File: src/rtl/timer_bank_pkg.sv
// Shared types for the timer bank: channel modes, channel states and the
// per-channel command bundle.
package timer_bank_pkg;

  typedef enum logic [1:0] {
    MODE_UP      = 2'b00,
    MODE_DOWN    = 2'b01,
    MODE_MOD     = 2'b10,
    MODE_ONESHOT = 2'b11
  } mode_e;

  typedef enum logic [1:0] {
    ST_IDLE = 2'b00,
    ST_RUN  = 2'b01,
    ST_DONE = 2'b10
  } state_e;

  typedef struct packed {
    logic start;
    logic stop;
    logic load;
    logic ovf_clr;
  } chan_cmd_t;

endpackage

File: src/rtl/timer_chan.sv
// One timer channel: IDLE/RUN/DONE control, mode-dependent count step on the
// shared tick, registered terminal-count pulse and sticky overflow flag.
module timer_chan
  import timer_bank_pkg::*;
#(
  parameter int WIDTH = 16
) (
  input  logic             clk,
  input  logic             rst,
  input  logic             tick_i,
  input  chan_cmd_t        cmd_i,
  input  logic [WIDTH-1:0] load_data_i,
  input  logic [WIDTH-1:0] limit_i,
  input  mode_e            mode_i,
  output logic [WIDTH-1:0] count_o,
  output logic             tc_o,
  output logic             ovf_o,
  output logic             busy_o
);

  localparam logic [WIDTH-1:0] ONE  = WIDTH'(1);
  localparam logic [WIDTH-1:0] ZERO = '0;
  localparam logic [WIDTH-1:0] ALL1 = '1;

  state_e           state_q, state_d;
  logic [WIDTH-1:0] count_q, count_d;
  logic             tc_q, tc_d;
  logic             ovf_q, ovf_d;

  always_ff @(posedge clk) begin
    if (rst) begin
      state_q <= ST_IDLE;
      count_q <= ZERO;
      tc_q    <= 1'b0;
      ovf_q   <= 1'b0;
    end else begin
      state_q <= state_d;
      count_q <= count_d;
      tc_q    <= tc_d;
      ovf_q   <= ovf_d;
    end
  end

  // Command priority: load, then stop, then start, then counting.
  always_comb begin
    state_d = state_q;
    count_d = count_q;
    tc_d    = 1'b0;
    if (cmd_i.load) begin
      count_d = load_data_i;
    end else if (cmd_i.stop) begin
      state_d = ST_IDLE;
    end else if (cmd_i.start && state_q != ST_RUN) begin
      state_d = ST_RUN;
    end else if (state_q == ST_RUN && tick_i) begin
      case (mode_i)
        MODE_UP: begin
          if (count_q == ALL1) begin
            count_d = ZERO;
            tc_d    = 1'b1;
          end else begin
            count_d = count_q + ONE;
          end
        end
        MODE_DOWN: begin
          if (count_q == ZERO) begin
            count_d = ALL1;
            tc_d    = 1'b1;
          end else begin
            count_d = count_q - ONE;
          end
        end
        MODE_MOD: begin
          if (count_q >= limit_i) begin
            count_d = ZERO;
            tc_d    = 1'b1;
          end else begin
            count_d = count_q + ONE;
          end
        end
        MODE_ONESHOT: begin
          // Reaching 1 or already sitting at 0 both terminate the shot.
          if (count_q <= ONE) begin
            count_d = ZERO;
            tc_d    = 1'b1;
            state_d = ST_DONE;
          end else begin
            count_d = count_q - ONE;
          end
        end
        default: ;
      endcase
    end
  end

  // Set while a terminal count is being registered or presented beats clear.
  always_comb begin
    ovf_d = ovf_q;
    if (tc_d || tc_q)
      ovf_d = 1'b1;
    else if (cmd_i.ovf_clr)
      ovf_d = 1'b0;
  end

  assign count_o = count_q;
  assign tc_o    = tc_q;
  assign ovf_o   = ovf_q;
  assign busy_o  = (state_q == ST_RUN);

endmodule

File: src/rtl/timer_bank.sv
// Bank of NCH independent timer channels sharing one free-running prescaler
// that produces the count tick.
module timer_bank
  import timer_bank_pkg::*;
#(
  parameter int WIDTH   = 16,
  parameter int NCH     = 4,
  parameter int PRESC_W = 8
) (
  input  logic                 clk,
  input  logic                 rst,
  input  logic [PRESC_W-1:0]   prescale,
  input  logic [NCH-1:0]       start,
  input  logic [NCH-1:0]       stop,
  input  logic [NCH-1:0]       load,
  input  logic [NCH-1:0]       ovf_clr,
  input  logic [NCH*WIDTH-1:0] load_data,
  input  logic [NCH*WIDTH-1:0] limit,
  input  logic [NCH*2-1:0]     mode,
  output logic [NCH*WIDTH-1:0] count,
  output logic [NCH-1:0]       tc,
  output logic [NCH-1:0]       ovf,
  output logic [NCH-1:0]       busy
);

  logic [PRESC_W-1:0] presc_q, presc_d;
  logic               tick;

  assign tick = (presc_q == prescale);

  // A value left above a freshly lowered prescale drops to 0 without ticking.
  always_comb begin
    presc_d = presc_q + PRESC_W'(1);
    if (presc_q >= prescale)
      presc_d = '0;
  end

  always_ff @(posedge clk) begin
    if (rst) presc_q <= '0;
    else     presc_q <= presc_d;
  end

  for (genvar g = 0; g < NCH; g++) begin : g_chan
    chan_cmd_t cmd;
    assign cmd.start   = start[g];
    assign cmd.stop    = stop[g];
    assign cmd.load    = load[g];
    assign cmd.ovf_clr = ovf_clr[g];

    timer_chan #(.WIDTH(WIDTH)) u_chan (
      .clk         (clk),
      .rst         (rst),
      .tick_i      (tick),
      .cmd_i       (cmd),
      .load_data_i (load_data[g*WIDTH +: WIDTH]),
      .limit_i     (limit[g*WIDTH +: WIDTH]),
      .mode_i      (mode_e'(mode[g*2 +: 2])),
      .count_o     (count[g*WIDTH +: WIDTH]),
      .tc_o        (tc[g]),
      .ovf_o       (ovf[g]),
      .busy_o      (busy[g])
    );
  end

endmodule

File: config.mk
export PLATFORM = sky130hd
export DESIGN_NAME = timer_bank
export DESIGN_NICKNAME = d
export VERILOG_FILES = /design/src/rtl/timer_bank_pkg.sv /design/src/rtl/timer_chan.sv /design/src/rtl/timer_bank.sv
export SDC_FILE = /design/constraint.sdc
export NUM_CORES = 1
export LEC_CHECK = 0
export BUFFER_PORTS_ARGS = -buffer_cell sky130_fd_sc_hd__buf_2
export CAP_MARGIN = 30
export CORE_UTILIZATION = 50
export CTS_BUF_LIST = sky130_fd_sc_hd__clkbuf_16
export DETAILED_ROUTE_END_ITERATION = 16
export PLACE_DENSITY = 0.82
export SLEW_MARGIN = 0
export SYNTH_ARGS = -nofsm -noshare
export SYNTH_HDL_FRONTEND = slang
export SYNTH_HIERARCHICAL = 1
export SYNTH_SLANG_ARGS = --single-unit
File: constraint.sdc
create_clock -name clk -period 8.4 [get_ports clk]
set_input_delay 1.26 -clock clk [delete_from_list [all_inputs] [get_ports clk]]
set_output_delay 1.26 -clock clk [all_outputs]
set_load 0.01 [all_outputs]
## Yosys cells after proc, flatten, opt, wreduce, memory -nomap -nowiden

Cells that the tools add are included.

| cells by class | value |
|---|---|
| muxes and demuxes | 100 |
| add/subtract/negate cells | 9 |
| equal/unequal tests | 33 |
| reduce and logical (&&, ||, !) cells | 49 |
| bitwise operators | 4 |
| $lt $le $gt $ge | 9 |

Operators by type and width:

| kind | count |
|---|---|
| $mux 16 | 32 |
| $pmux 16 s4 | 4 |
| $add 16x1->16 const B | 4 |
| $eq 16x16->1 const B | 4 |
| $ge 16x16->1 | 4 |
| $le 16x1->1 const B | 4 |
| $logic_not 16->1 | 4 |
| $sub 16x1->16 const B | 4 |
| $mux 1 | 40 |
| $mux 2 | 20 |
| $reduce_bool 3->1 | 12 |
| $eq 2x1->1 const B | 8 |
| $eq 2x2->1 const B | 8 |
| $ne 2x1->1 const B | 8 |
| $pmux 1 s4 | 4 |
| $reduce_and 4->1 | 4 |
| $reduce_bool 2->1 | 8 |
| $reduce_and 3->1 | 4 |
| $add 8x1->8 const B | 1 |
| $eq 8x8->1 | 1 |
| $ge 8x8->1 | 1 |
| $logic_and 1x1->1 | 8 |
| $logic_not 2->1 | 4 |
| $ne 2x2->1 const B | 4 |
| 3 further kinds | 9 |

| storage, ports and cells | value |
|---|---|
| bits of input ports | 162 |
| flip-flop bits (word level) | 88 |
| logic and storage cells | 221 |

## Logic depth before layout (Yosys ltp)

| logic depth | value |
|---|---|
| word-level depth | 9 |
| depth in mapped cells | 12 |
| mapped depth without buffers | 10 |

## Cells and area by module

The synthesis kept the hierarchy.

Modules (own cells, without submodules):

| module | area each (µm²) | cells an instance | sequential area each (µm²) | instances |
|---|---|---|---|---|
| timer_chan at g_chan[1].u_chan ... | 2,274.7 | 321 | 400.4 | 2 |
| timer_chan at g_chan[0].u_chan | 2,334.7 | 322 | 400.4 | 1 |
| timer_chan at g_chan[3].u_chan | 2,267.2 | 326 | 400.4 | 1 |
| timer_bank | 545.5 | 58 | 160.2 | 1 |

## Worst setup path after synthesis

Ideal clock, no wire load.

| timing path | value |
|---|---|
| kind | input-to-reg |
| start point | in prescale[7] |
| end point | reg g_chan[1].u_chan.count_q[4] |
| cell stages on the path | 11 |
| path buffers | 1 |
| library setup time | 0.087 ns |
| arrival time | 3.437 ns |
| setup slack | 4.876 ns |
| cells stage by stage | inv_1 -> ha_1 -> nand4_1 -> nor2_1 -> nand2_1 -> or2_2 -> clkbuf_1 -> a311oi_1 -> a211o_1 -> o21ai_0 -> o31ai_1 |

| on the way | value |
|---|---|
| word-level cells in the longest chain between the ends | 4 |

RTL lines:

| item | RTL line | RTL |
|---|---|---|
| start, declared | timer_bank.sv:12 | `input logic [PRESC_W-1:0] prescale,` |
| $eq 8x8->1 | timer_bank.sv:29 | `assign tick = (presc_q == prescale);` |
| named net tick | timer_bank.sv:27 | `logic tick;` |
| $logic_and 1x1->1 | timer_chan.sv:55 | `end else if (state_q == ST_RUN && tick_i) begin` |
| $reduce_bool 2->1 (no source line) | n/a |  |
| $reduce_and 3->1 (no source line) | n/a |  |
| end signal, assigned | timer_chan.sv:38 | `count_q <= count_d;` |
| end, declared | timer_chan.sv:26 | `logic [WIDTH-1:0] count_q, count_d;` |

The timed path passes the listed nets, and every way through them passes these cells.
A chain may end at the register's enable or synchronous reset.

## Worst setup path in the final report

| timing path | value |
|---|---|
| start point | in prescale[7] |
| end point | reg g_chan[2].u_chan.count_q[4] |

| on the way | value |
|---|---|
| word-level cells in the longest chain between the ends | 4 |

RTL lines:

| item | RTL line |
|---|---|
| $eq 8x8->1 | timer_bank.sv:29 |
| named net tick | timer_bank.sv:27 |
| $logic_and 1x1->1 | timer_chan.sv:55 |
| $reduce_bool 2->1 (no source line) | n/a |
| $reduce_and 3->1 (no source line) | n/a |
| end signal, assigned | timer_chan.sv:38 |
| end, declared | timer_chan.sv:26 |

The timed path passes the listed nets, and every way through them passes these cells.

==> flow_results.org <==
** Synthesis
- Register bit total from synthesis :: 88
- The netlist uses 78 different library cells.
- Count of flip-flops with a built-in enable after synthesis :: 0
- Synthesis handed over a netlist of 1348 instances.
- Synth async-reset ratio :: 0
- Of the synthesized area, sequential elements account for 0.1817.
- Among all cell types in the netlist, the one instantiated most often is sky130_fd_sc_hd__a21oi_1.
- Counting every net in the synthesized netlist gives 1595.
- Of the post-synthesis cell area, the dominant cell type holds 0.1817.
- For this run, the leading register cell type out of synthesis is sky130_fd_sc_hd__dfxtp_1.
- Dominant cell type by area after synthesis :: sky130_fd_sc_hd__dfxtp_1
- Cell types occupying the most area after synthesis :: sky130_fd_sc_hd__dfxtp_1, sky130_fd_sc_hd__ha_1, sky130_fd_sc_hd__a21oi_1
- Syn Std Cell Area :: 0.009697 sq mm
- Mean instance size in the synthesized netlist :: 7.193 sq um
- Ranked by instance count, the synthesized netlist is headed by sky130_fd_sc_hd__a21oi_1, sky130_fd_sc_hd__inv_1, sky130_fd_sc_hd__nor2_1.
- For this run, the number of Yosys warnings is 6.

** Detailed routing
- Violation count after the first detailed-route iteration :: 1210
- Dividing the detail-routed wire length by the instance count gives 16.91 um.
- The first TritonRoute pass finished after 7 iterations.
- After detailed routing, the number of remaining DRC violations is 0.
- The final layout contains routed wiring with a total length of 29950 um.
- The routed layout has 11.04k vias.
- In the routed layout, each cell is associated on average with a via count of 6.236.
- Post-DRT Antenna Nets :: 0

** Timing
- On the final layout, the worst clock skew is 13.96 ps.
- Hold Vio Cnt, Final :: 0
- Accumulated negative setup slack :: 0 ps
- Setup repair after global routing left no endpoint under its margin.
- Max-slew violation count :: 0
- Derived from the worst setup path, the maximum achievable clock frequency is 255.5 MHz.
- Setup violations remaining at the end of the flow were counted as 0.
- Period utilization :: 0.4660
- At the pin with the least slew margin, the transition time is 1103 ps.
- The worst pin sits at a relative slew slack of 0.2618.
- Setup WS post-layout :: 4486 ps
- Time the final worst path needs with I/O delays and setup :: 3914 ps

** Final layout
- From synthesis to final layout, the design area changed by 14.37%.
- Count of nets after finishing :: 1753
- The finished layout holds 1771 standard cells, fillers aside.
- Ant diodes :: 0
- Final design utilization :: 0.5890
- Layout cells sized above 1 :: 0.2038

** Place
- Placed instance count :: 1755
- Number of port buffers :: 237
- Setup Slack @ Placement :: 4104 ps
- Routability-driven placement finished with a final weighted congestion of 0.9374.
- Detailed placement HPWL :: 21530 um

** Setup path
- In this design, the stage delay of the slowest critical-path cell is 570 ps.
- CP Cell Sequence :: buf_2 -> inv_1 -> ha_1 -> nand4_1 -> nor2_1 -> nand2_1 -> or2_2 -> a311oi_1 -> a211o_1 -> o21ai_0 -> o31ai_1
- CP max stage cell :: sky130_fd_sc_hd__a311oi_1
- Worst path top cell family by delay :: simple AND/OR/NAND/NOR gates
- Sum of buffers and inverters on the critical path :: 2
- Setup crit end kind :: register
- By startpoint and endpoint, the worst setup path is classified as primary input to register.
- Across all register-to-register paths, the minimum setup slack is 5170 ps.
- For the worst setup path, the data arrival time is 4180 ps.
- The worst setup path is launched from a primary input.
- Largest driver fanout on the critical path :: 16
- STA puts the critical path data required time at 8660 ps.

** Floorplanning
- Total die area :: 0.01995 sq mm
- Die outline height :: 141.3 um
- The die is 141.3 um wide.
- The floorplan has 50 rows.
- Count of boundary I/O pins :: 238
- Starting Density :: 0.5150
- The core region is 0.01883 sq mm.

** Status
- Run status :: finished clean

** Worst hold path
- In this run the worst hold path is classified as register to register.

** Clock network
- Post-CTS repair changed the size of 0 cells.
- At the later pin of the worst-skew pair, clock insertion delay measures 360 ps.
- Level count of the clock H-tree :: 3
- No sink is reached through more buffers than the 2 on the longest clock path.
- In this run the clock root is driven by a sky130_fd_sc_hd__clkbuf_16.
- Post-CTS Setup Bufs :: 0
- Clock input transition at the sequential cells of the worst setup and hold paths :: 60 ps
- TritonCTS built the clock tree.
- Clock tree synthesis found a total of 88 sinks.
- The number of clock buffers added by TritonCTS is 9.
- Number of hold buffers added after CTS :: 0

** Pwr
- The worst-case IR drop observed on VDD is 87.54 uV.
- Leakage component of the power :: 4.931 nW
- Dividing total power by cell area gives a power density of 126.5 mW/mm^2.

** GRT
- Number of antenna violations at the first check in global routing :: 0
- The via count of the first global-routing pass came to 9803.
- The first global-routing pass estimated 47640 um of wire.
- Overall Global Routing Usage :: 0.2903
- Global routing finished with a remaining overflow of 0.
- Entering global routing, the biggest net connects 48 pins.

** Job
- Max cap viols :: 0
-- kinds of logic (layout without fill, tap and decap cells) --
logic type,Yosys count,in the layout,synth area share
AND/OR/NAND/NOR,490,490,0.2609
AO/OA/AOI/OAI,407,407,0.2941
buffers and inverters,210,373,0.09226
flip-flops,88,88,0.1817
adder cells (fa/ha/maj),85,85,0.1097
XOR/XNOR,68,68,0.06142
-- registers in the layout, summed over array words and instances, names as in the netlist --
name / cells
g_chan.u_chan/count_o: 64
g_chan.u_chan/state_q: 8
presc_q: 8
g_chan.u_chan/ovf_o: 4
g_chan.u_chan/tc_o: 4
-- cells in the final DEF (no fill, tap or decap), types with 11 or more instances in the layout --
cell / instances
sky130_fd_sc_hd__nand2_1: 110
sky130_fd_sc_hd__or4_1: 11
sky130_fd_sc_hd__ha_1: 85
sky130_fd_sc_hd__nor2_1: 112
sky130_fd_sc_hd__or3_1: 20
sky130_fd_sc_hd__o21ai_0: 65
sky130_fd_sc_hd__buf_2: 237
sky130_fd_sc_hd__o221ai_1: 16
sky130_fd_sc_hd__o22ai_1: 11
sky130_fd_sc_hd__and2_1: 13
sky130_fd_sc_hd__and3_1: 15
sky130_fd_sc_hd__xor2_1: 27
sky130_fd_sc_hd__dfxtp_1: 88
sky130_fd_sc_hd__nand4_1: 24
sky130_fd_sc_hd__nor3_1: 43
sky130_fd_sc_hd__a211oi_1: 22
sky130_fd_sc_hd__nand3_1: 60
sky130_fd_sc_hd__xnor2_1: 41
sky130_fd_sc_hd__a221oi_1: 17
sky130_fd_sc_hd__or2_2: 12
sky130_fd_sc_hd__inv_1: 116
sky130_fd_sc_hd__o211ai_1: 14
sky130_fd_sc_hd__nor4_1: 23
sky130_fd_sc_hd__a21oi_1: 125
-- final timing paths --
kind | start | depth (start not counted) | to
setup / recovery | prescale[7] | 11 | g_chan[2].u_chan/count_o[4]
hold / removal | g_chan[3].u_chan/state_q[0] | 2 | g_chan[3].u_chan/state_q[0]
setup reg to reg | presc_q[7] | 9 | g_chan[2].u_chan/count_o[4]
hold reg to reg | g_chan[3].u_chan/state_q[0] | 2 | g_chan[3].u_chan/state_q[0]
-- final cells by class --
class | count | area [sq um]
Clock buffer | 9 | 225.2
Clock inverter | 7 | 86.33
Fill cell | 1743 | 7740
Inverter | 117 | 439.2
Multi-Input combinational cell | 1050 | 7041
Sequential cell | 88 | 1762
Tap cell | 260 | 325.3
Timing Repair Buffer | 240 | 1212
-- power breakdown --
| group | internal (mW) | switching [mW] | leakage, nW |
|---|---|---|---|
| sequential | 0.440 | 0.0668 | 0.722 |
| combinational | 0.188 | 0.259 | 4.06 |
| clock | 0.259 | 0.189 | 0.153 |
| total | 0.887 | 0.515 | 4.93 |
-- worst register-to-register path, stage by stage (launching register included) --
cell,delay (ps)
sky130_fd_sc_hd__dfxtp_1,330
sky130_fd_sc_hd__ha_1,330
sky130_fd_sc_hd__nand4_1,220
sky130_fd_sc_hd__nor2_1,530
sky130_fd_sc_hd__nand2_1,170
sky130_fd_sc_hd__or2_2,480
sky130_fd_sc_hd__a311oi_1,570
sky130_fd_sc_hd__a211o_1,210
sky130_fd_sc_hd__o21ai_0,80
sky130_fd_sc_hd__o31ai_1,240
-- through the flow --
stage	hold slack (ps)	total power, mW	instance area, sq um
2_1_floorplan	448.5	0.8170	9697
3_3_place_gp	476.1	0.9413	10760
3_5_place_dp	485.7	0.9512	10780
4_1_cts	500.1	1.398	11090
5_1_grt	519.8	1.479	11090
6_report	499.5	1.402	11090
-- layer usage --
layer | vias up | routed length (um) | GRT usage
li1 | 5285 | - | -
met1 | 5072 | 12960 | 0.3937
met2 | 622 | 13660 | 0.4669
met3 | 65 | 2670 | 0.03442
met4 | 0 | 656 | 0.1190
met5 | - | 0 | 0
Power figures use the tool's default switching activity.
